--- src/rtl/fu_issue_fifo.sv ---
// fu_issue_fifo: per-functional-unit issue queue between issue_logic and one FU.
// Buffers up to DEPTH issue packets in order. It presents the oldest packet to
// the FU with a valid/ready handshake and exports its occupancy so that the
// issue selector can throttle. A single-cycle squash is supported for branch
// mispredicts.
//
// Packet layout (issue_packet_t, flattened to PKT_W bits):
//   [PKT_W-1]   valid   -- forced to deq_valid_o on the dequeue side
//   [PKT_W-2:0] payload -- rob_idx and operands, opaque to this block
//
// Ports:
//   clk, reset        clock, synchronous active-high reset
//   enq_valid_i       issue_logic presents enq_pkt_i this cycle
//   enq_pkt_i         packet from issue_logic
//   enq_ready_o       FIFO accepts a packet this cycle (not full, no flush)
//   deq_valid_o       head entry is valid
//   deq_pkt_o         head packet to the FU
//   deq_ready_i       FU consumes the head this cycle
//   flush_i           squash every buffered packet on the next edge
//   free_slots_o      DEPTH minus occupancy
//   full_o, empty_o   occupancy == DEPTH / occupancy == 0
//   stall_cnt_o       saturating count of cycles with valid head and no ready
module fu_issue_fifo #(
  parameter int DEPTH = 4,
  parameter int PKT_W = 32,
  localparam int CNT_W = $clog2(DEPTH + 1),
  localparam int PTR_W = $clog2(DEPTH)
) (
  input  logic             clk,
  input  logic             reset,
  input  logic             enq_valid_i,
  input  logic [PKT_W-1:0] enq_pkt_i,
  output logic             enq_ready_o,
  output logic             deq_valid_o,
  output logic [PKT_W-1:0] deq_pkt_o,
  input  logic             deq_ready_i,
  input  logic             flush_i,
  output logic [CNT_W-1:0] free_slots_o,
  output logic             full_o,
  output logic             empty_o,
  output logic [31:0]      stall_cnt_o
);

  localparam logic [CNT_W-1:0] DEPTH_C = CNT_W'(DEPTH);
  localparam logic [PTR_W-1:0] LAST_C  = PTR_W'(DEPTH - 1);

  logic [PKT_W-1:0] mem [DEPTH];
  logic [PTR_W-1:0] head;
  logic [PTR_W-1:0] tail;
  logic [CNT_W-1:0] count;

  logic enq_fire;
  logic deq_fire;

  // enq_ready_o depends only on registered count and flush_i. A full FIFO
  // therefore refuses a packet even when the head leaves in the same cycle.
  assign enq_ready_o  = (count < DEPTH_C) && !flush_i;
  assign deq_valid_o  = (count != '0);
  assign free_slots_o = DEPTH_C - count;
  assign full_o       = (count == DEPTH_C);
  assign empty_o      = (count == '0);

  assign enq_fire = enq_valid_i && enq_ready_o;
  assign deq_fire = deq_valid_o && deq_ready_i && !flush_i;

  // Stale entries remain in mem after a drain or a flush. Overriding the
  // valid bit stops the FU from acting on them.
  always_comb begin
    deq_pkt_o          = mem[head];
    deq_pkt_o[PKT_W-1] = deq_valid_o;
  end

  always_ff @(posedge clk) begin
    if (reset) begin
      head  <= '0;
      tail  <= '0;
      count <= '0;
      for (int unsigned i = 0; i < DEPTH; i++) begin
        mem[i] <= '0;
      end
    end else if (flush_i) begin
      head  <= '0;
      tail  <= '0;
      count <= '0;
    end else begin
      if (enq_fire) begin
        mem[tail] <= enq_pkt_i;
        tail      <= (tail == LAST_C) ? '0 : tail + 1'b1;
      end
      if (deq_fire) begin
        head <= (head == LAST_C) ? '0 : head + 1'b1;
      end
      if (enq_fire && !deq_fire) begin
        count <= count + 1'b1;
      end else if (deq_fire && !enq_fire) begin
        count <= count - 1'b1;
      end
    end
  end

  always_ff @(posedge clk) begin
    if (reset) begin
      stall_cnt_o <= '0;
    end else if (deq_valid_o && !deq_ready_i && !flush_i && (stall_cnt_o != '1)) begin
      stall_cnt_o <= stall_cnt_o + 1'b1;
    end
  end

endmodule
--- config.mk ---
export PLATFORM = sky130hd
export DESIGN_NAME = fu_issue_fifo
export DESIGN_NICKNAME = d
export VERILOG_FILES = /design/src/rtl/fu_issue_fifo.sv
export SDC_FILE = /design/constraint.sdc
export NUM_CORES = 1
export LEC_CHECK = 0
export CAP_MARGIN = 10
export CORE_ASPECT_RATIO = 1.2
export CORE_UTILIZATION = 31
export DETAILED_ROUTE_END_ITERATION = 6
export PLACE_DENSITY = 0.53
export SLEW_MARGIN = 10
export SYNTH_ARGS = -nofsm -noshare
export SYNTH_HDL_FRONTEND = slang
export SYNTH_SLANG_ARGS = --single-unit
export TNS_END_PERCENT = 5
--- constraint.sdc ---
create_clock -name clk -period 5.8 [get_ports clk]
set_input_delay 0.58 -clock clk [delete_from_list [all_inputs] [get_ports clk]]
set_output_delay 0.58 -clock clk [all_outputs]
set_load 0.1 [all_outputs]
==> summary.txt <==
Status
  • Status: finished clean

Floorplan
  • Initial core utilization: 0.318
  • I/O pin total: 108
  • Die span in y: 172 um
  • Core area: 23400 sq um
  • Die area: 24600 sq um
  • Row count: 61
  • Die width: 143 um

Drt
  • Vias per cell: 4.99
  • First-pass DRT Iterations: 4
  • Antenna Violating Nets Remaining: 0
  • Vias: 4911
  • Final wirelength: 17600 um
  • DRC violations left: 0
  • Routed metal-1 wire length: 7060 um
  • Drt wl/cell: 17.9 um
  • Met2 WL: 9320 um
  • DRC marker count from the first detailed-route iteration: 255
  • Uppermost routed layer: met5
  • WL met3: 816 um

Clock network
  • # hold bufs at CTS: 0
  • Clk_lat worst skew: 420 ps
  • Clock buffer count from CTS: 17
  • # H-tree levels: 4
  • Post-CTS Setup Inserts: 0
  • Post-CTS sizing: 0
  • Root Driver: clkbuf_16
  • CTS tree: built
  • Clk buf depth: 2
  • Clock sinks: 165
  • Reg clk slew, reported paths: 70 ps

STA
  • Max Fclk: 274 MHz
  • Final number of setup-violating endpoints: 0
  • RSZ-0062 raised after global routing: false
  • Tcrit/Tclk final: 0.630
  • Slew Limit Fails: 0
  • Post-Route Skew: 12.6 ps
  • Worst-margin pin slew: 1070 ps
  • Hold Vio Cnt, Final: 0
  • Fin crit period: 3650 ps
  • Setup TNS: 0 ps
  • Max transition margin: 0.286

Hold path
  • Worst min path class: register to register
  • Hold Crit Start: head[1]$_SDFFE_PP0P_

Pwr
  • Sequential share of power: 0.460
  • Pleak: 3.25 nW
  • Sw frac: 0.256
  • Internal: 2.14 mW
  • Clock power share: 0.424
  • Psw: 737 uW
  • Pwr dens: 303 nW/um^2
  • Gate power share: 0.115
  • Maximum vdd drop: 0.189 mV

Worst setup path
  • Critical path, cell by cell: buf_4 -> mux4_2 -> clkdlybuf4s50_1
  • Crit path required time: 5220 ps
  • Critical path type: register to output pin
  • Critical path's slowest cell: clkdlybuf4s50_1
  • CP arrival: 3070 ps
  • Critical Path End Type: output pin
  • Setup crit start kind: register
  • Worst path max stage delay: 990 ps
  • R2r startpoint: count[0]$_SDFFE_PP0P_
  • Crit Path Max Fanout: 23

Logic synthesis
  • Cells after Synth: 552
  • Number of synthesized flops with an enable pin: 124
  • Synth area leader: edfxtp_1
  • Synth top area share: 0.501
  • Synth Register Bits: 165
  • Syn_nets: 597
  • Asr flop ratio synth: 0
  • Post-Syn Area: 7440 sq um
  • Post-synthesis sequential area ratio: 0.611
  • Post-synth cell types: 52
  • Area contributors post-synth: edfxtp_1 (50%), dfxtp_1 (11%), and2_1 (11%)
  • Avg Inst Size Synth: 13.5 sq um
  • YS warnings: 0
  • Main synth FF type: edfxtp_1

Global route
  • Vias in the first global route: 5113
  • Total Routing Usage GR: 0.150
  • Gr ovfl total: 0
  • Initial antenna violation count: 2
  • First-pass GRT wire length: 27300 um
  • Largest net degree at the start of global routing: 43

Layout
  • # nets final: 701
  • Post-route design area: 9480 sq um
  • Layout cells sized above 1: 0.138
  • Final core occ: 0.406
  • Area delta synth->final: 27.5%
  • # fillers: 2256

Placed design
  • HPWL Detailed: 10600 um
  • Placer Congestion: 0.736
  • Port Buffers: 106
  • DP Area: 8840 sq um

Run
  • Max-cap violations: 0
## synth_stat cells, drive strengths merged, types with 11 or more instances
cell and instances:
clkbuf 20, dfxtp 41, and2 127, nand3 12, nor2 18, or3 19
edfxtp 124, nand2 20, inv 11, a21oi 26, mux4 31, o21ai 21
## critical path, delay by kind of cell, from the launching register on
kind / cells / cell delay [ps]
buffers and inverters: 2 / 1500
flip-flops: 1 / 550
multiplexers: 1 / 600
## routing by layer
layer / track usage / vias to the layer above
li1: - / 2254
met1: 0.166 / 2493
met2: 0.274 / 135
met3: 0.0362 / 27
met4: 0.0597 / 2
met5: 0 / -
## kinds of logic after synthesis
| kind of cell | count (synthesis) | share of synthesized area |
|---|---|---|
| AOI/OAI and AO/OA | 65 | 0.0584 |
| adders and majority gates | 8 | 0.0145 |
| and+or+nand+nor | 234 | 0.187 |
| buffers and inverters | 39 | 0.0229 |
| DFF | 165 | 0.611 |
| muxes | 34 | 0.0981 |
| xor gates and xnor gates | 7 | 0.00825 |
## cell usage in the layout, fill, tap and decap left out, drive strengths merged, types with 2 or more instances in the layout
master,count
and2,127
edfxtp,124
clkdlybuf4s50,106
dfxtp,41
mux4,31
a21oi,26
o21ai,21
nand2,20
or3,19
inv,19
clkbuf,18
nor2,18
nand3,12
nand4,8
ha,7
buf,7
nor3,7
xor2,6
or4,6
o31ai,6
or2,4
bufinv,4
and4,3
o2111ai,3
nor2b,3
mux2i,2
nor4,2
o311ai,2
## final timing paths
| kind | endpoint | slack, ps | cells after the start |
|---|---|---|---|
| min | register | 480 | 2 |
| max | deq_pkt_o[23] | 2150 | 3 |
| max reg2reg | mem[0][3]$_SDFFCE_PN0P_ | 2300 | 9 |
| min reg2reg | register | 480 | 2 |
## area by class of cell
cell class	instances	area [sq um]	area share
sequential	165	4550	0.479
tap	315	394	0.0416
antenna	1	2.50	0.000264
inverter	11	41.3	0.00435
multi-input combinational	348	2750	0.290
clock buffer	18	429	0.0453
clock inverter	14	209	0.0220
timing repair buffer	113	1110	0.117
## through the flow
step	hold WS (ps)	power, mW	instances	setup WS (ps)
finish	480	2.88	985	2150
global route	518	2.98	985	1920
CTS	479	2.91	984	2030
detailed placement	470	1.69	952	2070
global placement	457	1.68	952	2080
floorplan	454	1.58	552	2210
## flip-flops by register name, indices dropped and copies added, names as in the netlist, named ones only
name / flops
mem: 124
head: 2
count: 3
stall_cnt_o: 32
tail: 2
## power groups by stage
stage | clock [mW] | combinational, mW | sequential [mW]
3_3_place_gp | 0 | 0.333 | 1.35
6_report | 1.22 | 0.331 | 1.32
2_1_floorplan | 0 | 0.235 | 1.35
5_1_grt | 1.30 | 0.348 | 1.33
3_5_place_dp | 0 | 0.335 | 1.35
4_1_cts | 1.25 | 0.335 | 1.33
(Power assumes the default switching activity.)
